[config.mk]
export PLATFORM = sky130hd
export DESIGN_NAME = dm_arbiter
export DESIGN_NICKNAME = d
export VERILOG_FILES = /design/src/rtl/dm_arbiter.sv
export SDC_FILE = /design/constraint.sdc
export NUM_CORES = 1
export LEC_CHECK = 0
export ABC_AREA = 0
export CAP_MARGIN = 20
export CORE_AREA = 2 2 117 119
export CTS_BUF_LIST = sky130_fd_sc_hd__clkbuf_16
export DETAILED_ROUTE_END_ITERATION = 16
export DIE_AREA = 0 0 119 121
export PLACE_DENSITY = 0.6
export SLEW_MARGIN = 20
export SYNTH_ARGS = -nofsm -noshare
export SYNTH_HDL_FRONTEND = slang
export SYNTH_SLANG_ARGS = --single-unit
[constraint.sdc]
create_clock -name clk -period 1.7 [get_ports clk]
set_input_delay 0.34 -clock clk [delete_from_list [all_inputs] [get_ports clk]]
set_output_delay 0.34 -clock clk [all_outputs]
set_load 0.1 [all_outputs]
[src/rtl/dm_arbiter.sv]
// Data Memory arbiter: CPU MEM stage has priority, loader is protected by a
// starvation counter and may own the memory for a bounded burst.
`timescale 1ns/1ps
module dm_arbiter #(
  parameter int ADDR_W       = 32,
  parameter int DATA_W       = 32,
  parameter int STARVE_LIMIT = 4,
  parameter int BURST_MAX    = 8
) (
  input  logic              clk,
  input  logic              rst_n,
  input  logic              cpu_req,
  input  logic              cpu_we,
  input  logic [ADDR_W-1:0] cpu_addr,
  input  logic [DATA_W-1:0] cpu_wdata,
  output logic [DATA_W-1:0] cpu_rdata,
  output logic              cpu_gnt,
  output logic              cpu_stall,
  input  logic              ldr_req,
  input  logic              ldr_we,
  input  logic [ADDR_W-1:0] ldr_addr,
  input  logic [DATA_W-1:0] ldr_wdata,
  input  logic              ldr_last,
  output logic [DATA_W-1:0] ldr_rdata,
  output logic              ldr_gnt,
  output logic [ADDR_W-1:0] dm_addr,
  output logic [DATA_W-1:0] dm_wdata,
  output logic              dm_w,
  output logic              dm_r,
  input  logic [DATA_W-1:0] dm_rdata,
  output logic              ldr_owner
);

  typedef enum logic {S_CPU, S_LDR} state_t;

  localparam logic [3:0] STARVE_LIM = STARVE_LIMIT[3:0];
  localparam logic [3:0] BURST_LIM  = BURST_MAX[3:0];
  localparam logic       MULTI_BEAT = (BURST_MAX > 1);

  state_t     state;
  logic [3:0] starve_cnt;
  logic [3:0] beat_cnt;
  logic       starve_hit;
  logic       ldr_gnt_raw;
  logic       cpu_gnt_raw;

  assign starve_hit = (starve_cnt == STARVE_LIM);

  always_comb begin
    ldr_gnt_raw = 1'b0;
    cpu_gnt_raw = 1'b0;
    if (state == S_LDR) begin
      ldr_gnt_raw = ldr_req;
    end else begin
      ldr_gnt_raw = ldr_req & (~cpu_req | starve_hit);
      cpu_gnt_raw = cpu_req & ~ldr_gnt_raw;
    end
  end

  // Grants are gated by rst_n so no DM access can slip through during reset.
  assign ldr_gnt   = rst_n & ldr_gnt_raw;
  assign cpu_gnt   = rst_n & cpu_gnt_raw;
  assign cpu_stall = cpu_req & ~cpu_gnt;

  always_comb begin
    dm_addr  = '0;
    dm_wdata = '0;
    dm_w     = 1'b0;
    dm_r     = 1'b0;
    if (cpu_gnt) begin
      dm_addr  = cpu_addr;
      dm_wdata = cpu_wdata;
      dm_w     = cpu_we;
      dm_r     = ~cpu_we;
    end else if (ldr_gnt) begin
      dm_addr  = ldr_addr;
      dm_wdata = ldr_wdata;
      dm_w     = ldr_we;
      dm_r     = ~ldr_we;
    end
  end

  assign cpu_rdata = dm_rdata;
  assign ldr_rdata = dm_rdata;

  // Any release condition in S_LDR (last, forced, idle) returns to S_CPU once.
  always_ff @(posedge clk or negedge rst_n) begin
    if (!rst_n) begin
      state      <= S_CPU;
      starve_cnt <= 4'd0;
      beat_cnt   <= 4'd0;
      ldr_owner  <= 1'b0;
    end else begin
      if (ldr_gnt)
        starve_cnt <= 4'd0;
      else if (ldr_req && !starve_hit)
        starve_cnt <= starve_cnt + 4'd1;

      case (state)
        S_CPU: begin
          if (ldr_gnt && !ldr_last && MULTI_BEAT) begin
            state     <= S_LDR;
            beat_cnt  <= 4'd1;
            ldr_owner <= 1'b1;
          end
        end
        S_LDR: begin
          if (!ldr_req || ldr_last || (beat_cnt + 4'd1 == BURST_LIM)) begin
            state     <= S_CPU;
            beat_cnt  <= 4'd0;
            ldr_owner <= 1'b0;
          end else begin
            beat_cnt <= beat_cnt + 4'd1;
          end
        end
        default: begin
          state     <= S_CPU;
          beat_cnt  <= 4'd0;
          ldr_owner <= 1'b0;
        end
      endcase
    end
  end

endmodule

After elaboration in Yosys (flattened, before gate mapping)
Cells that the tools add are included.
{"block": "totals", "ff_bits": 10, "in_bits": 167}
{"block": "op_classes", "n_addsub": 2, "eq_ne": 4, "n_mux": 21, "bitwise_logic": 12, "reduce_logical": 9}
{"operator": "$mux W32", "count": 4}
{"operator": "$mux W4", "count": 4}
{"operator": "$mux W1", "count": 10}
{"operator": "$add A4 B1 Y4 const B", "count": 2}
{"operator": "$pmux W4 S2", "count": 1}
{"operator": "$not A1 Y1", "count": 6}
{"operator": "$and A1 B1 Y1", "count": 5}
{"operator": "$eq A4 B3 Y1 const B", "count": 1}
{"operator": "$eq A4 B4 Y1 const B", "count": 1}
{"operator": "$pmux W1 S2", "count": 2}
{"operator": "$logic_not A1 Y1", "count": 3}
{"operator": "$logic_and A1 B1 Y1", "count": 2}
{"operator": "$logic_or A1 B1 Y1", "count": 2}
{"operator": "$ne A2 B1 Y1 const B", "count": 1}
{"operator": "$ne A2 B2 Y1 const B", "count": 1}
{"operator": "$reduce_and A2 Y1", "count": 1}
{"operator": "$reduce_bool A2 Y1", "count": 1}
{"operator": "$or A1 B1 Y1", "count": 1}

Longest topological paths before layout
{"block": "depth", "word_depth": 9, "mapped_depth": 9}

Least setup slack after synthesis
No wires, ideal clock.
{"block": "synth_path", "kind": "register to output", "from": "reg starve_cnt[0]", "to": "out dm_addr[22]", "arrival_time_ns": 2.874, "t_required_ns": 1.360, "path_slack_ns": -1.514, "stages_incl_launch_ff": 7, "cell_sequence": "dfrtp_1 > inv_1 > ha_1 > nand3b_4 > o211a_1 > clkbuf_1 > a22o_1"}
{"block": "synth_between", "elab_chain_cells": 8, "word_cells_on_any_way": 11, "classes_between": "1 x eq/ne; 4 x mux; 6 x bitwise"}
{"item": "from (decl)", "line_no": "41", "text": "logic [3:0] starve_cnt;"}
{"item": "from (signal assigned)", "line_no": "97", "text": "starve_cnt <= starve_cnt + 4'd1;"}
{"item": "$eq A4 B3 Y1", "line_no": "47", "text": "assign starve_hit = (starve_cnt == STARVE_LIM);"}
{"item": "$or A1 B1 Y1", "line_no": "55", "text": "ldr_gnt_raw = ldr_req & (~cpu_req | starve_hit);"}
{"item": "$and A1 B1 Y1", "line_no": "55"}
{"item": "$not A1 Y1", "line_no": "56", "text": "cpu_gnt_raw = cpu_req & ~ldr_gnt_raw;"}
{"item": "$and A1 B1 Y1", "line_no": "56"}
{"item": "$mux W1", "line_no": "52", "text": "if (state == S_LDR) begin"}
{"item": "$and A1 B1 Y1", "line_no": "62", "text": "assign cpu_gnt = rst_n & cpu_gnt_raw;"}
{"item": "via cpu_gnt", "line_no": "17", "text": "output logic cpu_gnt,"}
{"item": "$mux W32", "line_no": "70", "text": "if (cpu_gnt) begin"}
{"item": "to (decl)", "line_no": "26", "text": "output logic [ADDR_W-1:0] dm_addr,"}
The timed path passes the listed nets, and every way through them passes these cells.

Worst setup path in the final report
{"block": "layout_path", "from": "reg starve_cnt[0]", "to": "out dm_wdata[4]"}
{"block": "layout_between", "elab_chain_cells": 8, "word_cells_on_any_way": 11, "classes_between": "1 x eq/ne; 4 x mux; 6 x bitwise"}
{"item": "$eq A4 B3 Y1 (*)", "line_no": "47"}
{"item": "$or A1 B1 Y1 (*)", "line_no": "55"}
{"item": "$and A1 B1 Y1 (*)", "line_no": "55"}
{"item": "$not A1 Y1", "line_no": "56"}
{"item": "$and A1 B1 Y1", "line_no": "56"}
{"item": "$mux W1", "line_no": "52"}
{"item": "$and A1 B1 Y1", "line_no": "62"}
{"item": "$mux W32 (*)", "line_no": "70"}
{"item": "to (decl)", "line_no": "27", "text": "output logic [DATA_W-1:0] dm_wdata,"}
Mark *: on every way between the ends. The rest lies on a longest branch, timed or not.

==> impl_metrics.ini <==
[run_status]
status = finished with violations
violations = setup timing

[sta]
fin_crit_sh = 1.33
hold_violations = 0
fmax_ghz = 0.442
finalSetupTns_ns = -37.23
setup_viol = 69
slew_headroom = 0.819
fin_skew_ns = 0.000899
fin_crit_ns = 2.26
tightest_slew_ns = 0.271
grt_setup_unrepaired = true
fin_ws_ns = -0.563
maxSlewViolCount = 0

[finish]
fillerInstances = 1198
multiInputGateArea_um2 = 1550
nets = 547
fin_area_um2 = 5300
n_antenna_cell = 0
drive_above_1_share = 0.492
ff_latch_area_um2 = 251
finalCoreUtilization = 0.405
area_growth_pct = 193

[grt]
grt_pass1_wl_um = 15000
grt_max_degree = 27
grt_use_total = 0.135
antenna_found_initial = 0
overflow = 0
grt_pass1_vias = 2546

[power]
cellLeakagePower_nw = 2.30
peakVddDrop_mv = 0.335
power_density_nw_per_um2 = 774
power_mw = 4.10

[placement]
dp_slack_ns = -0.547
gp_congestion = 0.751
dpl.hpwl_um = 8650
dpl_cell_area_um2 = 5050
port_buffers = 204

[cts]
cts_tree = yes
postCtsHoldBufs = 0
clk_path_buf_depth = 2
cts_root_buffer = clkbuf_16
cts.clk_slew.worst_paths_ns = 0.04
cts_htree_levels = 1
clk_latency_ns = 0.24
numClockSinks = 10
cts-buffers-inserted = 3

[routing]
wl_per_cell_um = 19.2
vias_per_cell = 4.26
dr_total_vias = 2342
dr.pass1.iters = 4
drtIter0Drc = 58
finalWirelength_um = 10600
drc = 0
final_antenna_net_count = 0

[die]
rows = 42
io_pins = 301
die_x_um = 119
dieArea_um2 = 14400
core_area_um2 = 13100
start_util = 0.138
dieHeight_um = 121

[setup_path]
path_cells = inv_1, ha_2, nand3b_4, a21oi_4, and2_4, buf_12, a22o_4, buf_12
worstPathBufferInverterCount = 3
path_class = flop to output pin
critPathMaxStageDelay_ns = 0.37
cp_max_fo = 26
cp-start-kind = flop
end_kind = output pin
critical_path_required_ns = 1.36
cpMostUsedCell = buf_12
crit_path_top_delay_cell = dfrtp_1
arrival_ns = 1.92
critPathTopFamily = buffers and inverters

[logic_synthesis]
ys_seq_elements = 10
syn_inst = 212
synth_edf_count = 0
avgSynthCellArea_um2 = 8.54
netlist_area_um2 = 1810
yosysWarnings = 0
async_flop_share = 1.00
synth_fp_nets = 383
synth-seq-area-share = 0.138
synth_ff_type = dfrtp_1
ys_types = 35

[run]
max_cap_violations = 0

[worst_hold_path]
hp-class = flop to flop
per-stage QoR:
stage | instances | hold slack, ns
6_report | 550 | 0.542
5_1_grt | 550 | 0.548
4_1_cts | 544 | 0.534
3_5_place_dp | 540 | 0.519
3_3_place_gp | 540 | 0.505
2_1_floorplan | 212 | 0.0444
final timing paths:
kind	start	to	slack, ns	cells past startpoint
worst max-delay path	starve_cnt[0]$_DFFE_PN0P_	dm_wdata[4]	-0.56	8
worst min-delay path	beat_cnt[0]$_DFFE_PN0P_	beat_cnt[0]$_DFFE_PN0P_	0.54	1
worst max register to register	beat_cnt[0]$_DFFE_PN0P_	beat_cnt[3]$_DFFE_PN0P_	0.08	5
worst min register to register	beat_cnt[0]$_DFFE_PN0P_	beat_cnt[0]$_DFFE_PN0P_	0.54	1
max in group asynchronous	rst_n	beat_cnt[1]$_DFFE_PN0P_	0.99	3
min in group asynchronous	rst_n	ldr_owner$_DFFE_PN0P_	0.55	3
state kept, by name, indices dropped and copies added, names as in the netlist:
signal,flops
beat_cnt,4
starve_cnt,4
ldr_owner,1
state,1
where the power goes:
part           internal [mW]  total [mW]  switching [mW]
sequential             0.295       0.346          0.0510
combinational           1.47        3.34            1.86
clock                  0.305       0.415           0.109
cell type report:
class	instances	area share
Clock buffer	3	0.0142
Multi-Input combinational cell	114	0.293
Tap cell	176	0.0416
Inverter	9	0.00638
Timing Repair Buffer	238	0.597
Sequential cell	10	0.0475
cells by family after synthesis:
kind of cell | share of synthesized area
buffers and inverters | 0.337
AO/OA/AOI/OAI | 0.418
adder cells (fa/ha/maj) | 0.0276
flip-flops | 0.138
AND/OR/NAND/NOR | 0.0684
XOR/XNOR | 0.00484
multiplexers | 0.00622
synth_stat cells, types with 2 or more instances:
library cell | count | area, µm²
a21oi_1 | 5 | 25.0
a22o_1 | 68 | 596
buf_2 | 4 | 20.0
buf_4 | 65 | 488
buf_6 | 4 | 45.0
clkbuf_1 | 6 | 22.5
dfrtp_1 | 10 | 250
ha_1 | 4 | 50.1
inv_1 | 9 | 33.8
nand2_1 | 5 | 18.8
nand2b_1 | 2 | 12.5
nor2b_1 | 2 | 12.5
o21ai_0 | 5 | 25.0
o32ai_1 | 2 | 17.5
metal layers:
| metal | part of all wire | vias to the layer above | global-route usage |
|---|---|---|---|
| met2 | 0.54 | 161 | 0.256 |
| met3 | 0.092 | 24 | 0.0409 |
| met4 | 0.019 | 0 | 0.0357 |
| li1 | - | 1062 | - |
| met1 | 0.35 | 1095 | 0.145 |
| met5 | 0 | - | 0 |
timing repair:
item / 4_1_cts / 5_1_grt
endpoints found under the hold margin: 0 / 0
cloned: 1 / 3
gates resized for setup: 5 / 12
setup endpoints to repair: 69 / 72
buffers inserted: 0 / 3
placed cells by master, fill, tap and decap left out, types with 3 or more instances in the layout:
cell             netlist  routed
buf_6                  4       4
ha_1                   4       3
clkbuf_16              0       5
dfrtp_1               10       9
a22o_4                 0      66
buf_8                  0       3
buf_12                 0      76
clkdlybuf4s50_1        0     133
nand2_1                5       5
buf_4                 65      18
inv_1                  9       9
a21oi_1                5       5
o21ai_0                5       4
Note: power is estimated with default switching activity, not from simulation.
==> RTL change, RTL diff (same flow settings) <==
Make the reset (`rst_n`) synchronous in one clocked block.
--- a/src/rtl/dm_arbiter.sv
+++ b/src/rtl/dm_arbiter.sv
@@ -84,7 +84,7 @@
   assign ldr_rdata = dm_rdata;
 
   // Any release condition in S_LDR (last, forced, idle) returns to S_CPU once.
-  always_ff @(posedge clk or negedge rst_n) begin
+  always_ff @(posedge clk) begin
     if (!rst_n) begin
       state      <= S_CPU;
       starve_cnt <= 4'd0;
Formal check against the unedited RTL: differs if rst_n is asserted again (counterexample within 4 cycles, from zero or initial values and one cycle with rst_n low); with rst_n held inactive, the same outputs for 4 cycles.
==> RTL change against the unedited design <==
  * The run still ends with negative setup slack left
  * Non-clock buffer count increased by 15
  * Final cell count rose by 3.3%
  * Wire length shrank 5.2%
  * Area after synthesis is 1.9% lower
  * Worst setup slack gained 0.076 ns
  * Global-route usage decreased by 0.58 points
  * Total power shrank 31%
  * Die area unchanged
  * Core utilization grew 2.1 points
  * Fmax is 3.5% higher
  * Hold slack lost 0.024 ns
  * Sequential cell count unchanged
  * Final area is 5.1% higher
  * Largest power group unchanged
  * Highest routed layer unchanged
==> RTL change: results (changes against the unedited design) <==
** Outcome
- The run finished, with violations left.
- The checks that failed: negative setup slack.

** CTS
- Resized Gates After CTS :: 35 (+30)

** Power
- The switching part of the total power is 44.83% (-4.5 points).
- Leakage power :: 2.392 nW (+4.1%)
- Combinational power :: 0.00217 W (-35%)

** STA
- Total setup violations reported at the end of the flow :: 69 (unchanged)
- The final hold slack came to 0.5183 ns (-0.02381 ns).
- The worst path setup slack after routing came to -0.4878 ns (+0.07563 ns).

** Cells and area
- The area of combinational cells with multiple inputs was 1575 µm² (+1.5%).
- The proportion of cell area occupied by registers is 3.640% (-1.1 points).
- The number of nets in the final layout came to 564 (+3.1%).
- Number of signal-net buffers in the layout :: 253 (+6.3%)
- # fillers :: 1,164 (-2.8%)
- The non-clock buffer contribution to total cell area came to 61.91% (+2.2 points).

** Synth
- The async set-or-reset flop fraction in the synthesized netlist was 0% (-100 points).
- After synthesis, the cell types taking the most area are sky130_fd_sc_hd__a22o_1 32%, sky130_fd_sc_hd__buf_4 28%, sky130_fd_sc_hd__dfxtp_1 11%.
- The share of cell area taken by muxes after synthesis is 0% (-0.62 points).
- Predominant post-synthesis flop cell :: sky130_fd_sc_hd__dfxtp_1
- Fraction of the mapped netlist area in adder cells :: 2.819% (+0.055 points)

** Critical path
- The startpoint identified for the worst register-to-register timing path is starve_cnt[1].
- The maximum fanout count along the critical path is 5 (-81%).
- Worst R2R Path Depth :: 7 (+2)
- R2r endpoint :: beat_cnt[1]
- The worst reg-to-reg setup slack came to 0.14 ns (+0.06 ns).

** Routing
- Count of routing violations after the opening detailed-route iteration :: 112 (+93%)
- Met2 Wirelength :: 5253 µm (-7.8%)
- Routed length on met3 :: 874 µm (-9.8%)
- Post-route met1 wirelength :: 3605 µm (-2.6%)
- The routed wirelength normalized by instance count is 17.62 µm (-8.2%).
- The number of vias per cell is 4.151 (-2.5%).

** Global route
- The maximum number of pins on one net before global-route repair came to 13 (-52%).
- The global routing met1 resource utilization came to 14.05% (-0.44 points).
- Global-route met2 utilization :: 24.35% (-1.3 points)
- The global-route track usage on met3 came to 2.961% (-1.1 points).

** Placement
- The pre-CTS setup slack was -0.5633 ns (-0.01674 ns).
- Placer Congestion :: 0.7520 (+0.13%)
- The post-detailed-placement cell area came to 5054 µm² (about the same).
-- RTL change: changes by cell type after synthesis, moves of 2 or more --
cell | before | now
sky130_fd_sc_hd__a21oi_1 | 5 | 3
sky130_fd_sc_hd__a22o_1 | 68 | 65
sky130_fd_sc_hd__buf_6 | 4 | 8
sky130_fd_sc_hd__clkbuf_1 | 6 | 0
sky130_fd_sc_hd__dfrtp_1 | 10 | 0
sky130_fd_sc_hd__dfxtp_1 | 0 | 10
sky130_fd_sc_hd__inv_1 | 9 | 5
sky130_fd_sc_hd__nand3_1 | 1 | 6
sky130_fd_sc_hd__nor2b_1 | 2 | 4
sky130_fd_sc_hd__o32ai_1 | 2 | 0
sky130_fd_sc_hd__xor2_1 | 0 | 4
-- RTL change: stage by stage --
stage                     utilization [%]  instances
after floorplan                         -        213
after global placement              38.62        545
after detailed placement            38.62        545
after CTS                           42.75        569
after global routing                42.55        568
final                               42.55        568
-- RTL change: logic make-up after synthesis --
family,after synthesis
buffers and inverters,85
AO/OA/AOI/OAI,80
adder cells (fa/ha/maj),4
AND/OR/NAND/NOR,29
flip-flops,10
XOR/XNOR,5
-- RTL change: critical path: stages (launching register included) --
cell,delay [ns]
sky130_fd_sc_hd__dfxtp_2,0.31
sky130_fd_sc_hd__inv_2,0.06
sky130_fd_sc_hd__ha_4,0.15
sky130_fd_sc_hd__nand4b_1,0.11
sky130_fd_sc_hd__and3_4,0.20
sky130_fd_sc_hd__buf_6,0.13
sky130_fd_sc_hd__buf_12,0.12
sky130_fd_sc_hd__buf_16,0.13
sky130_fd_sc_hd__a22o_4,0.22
sky130_fd_sc_hd__buf_12,0.16
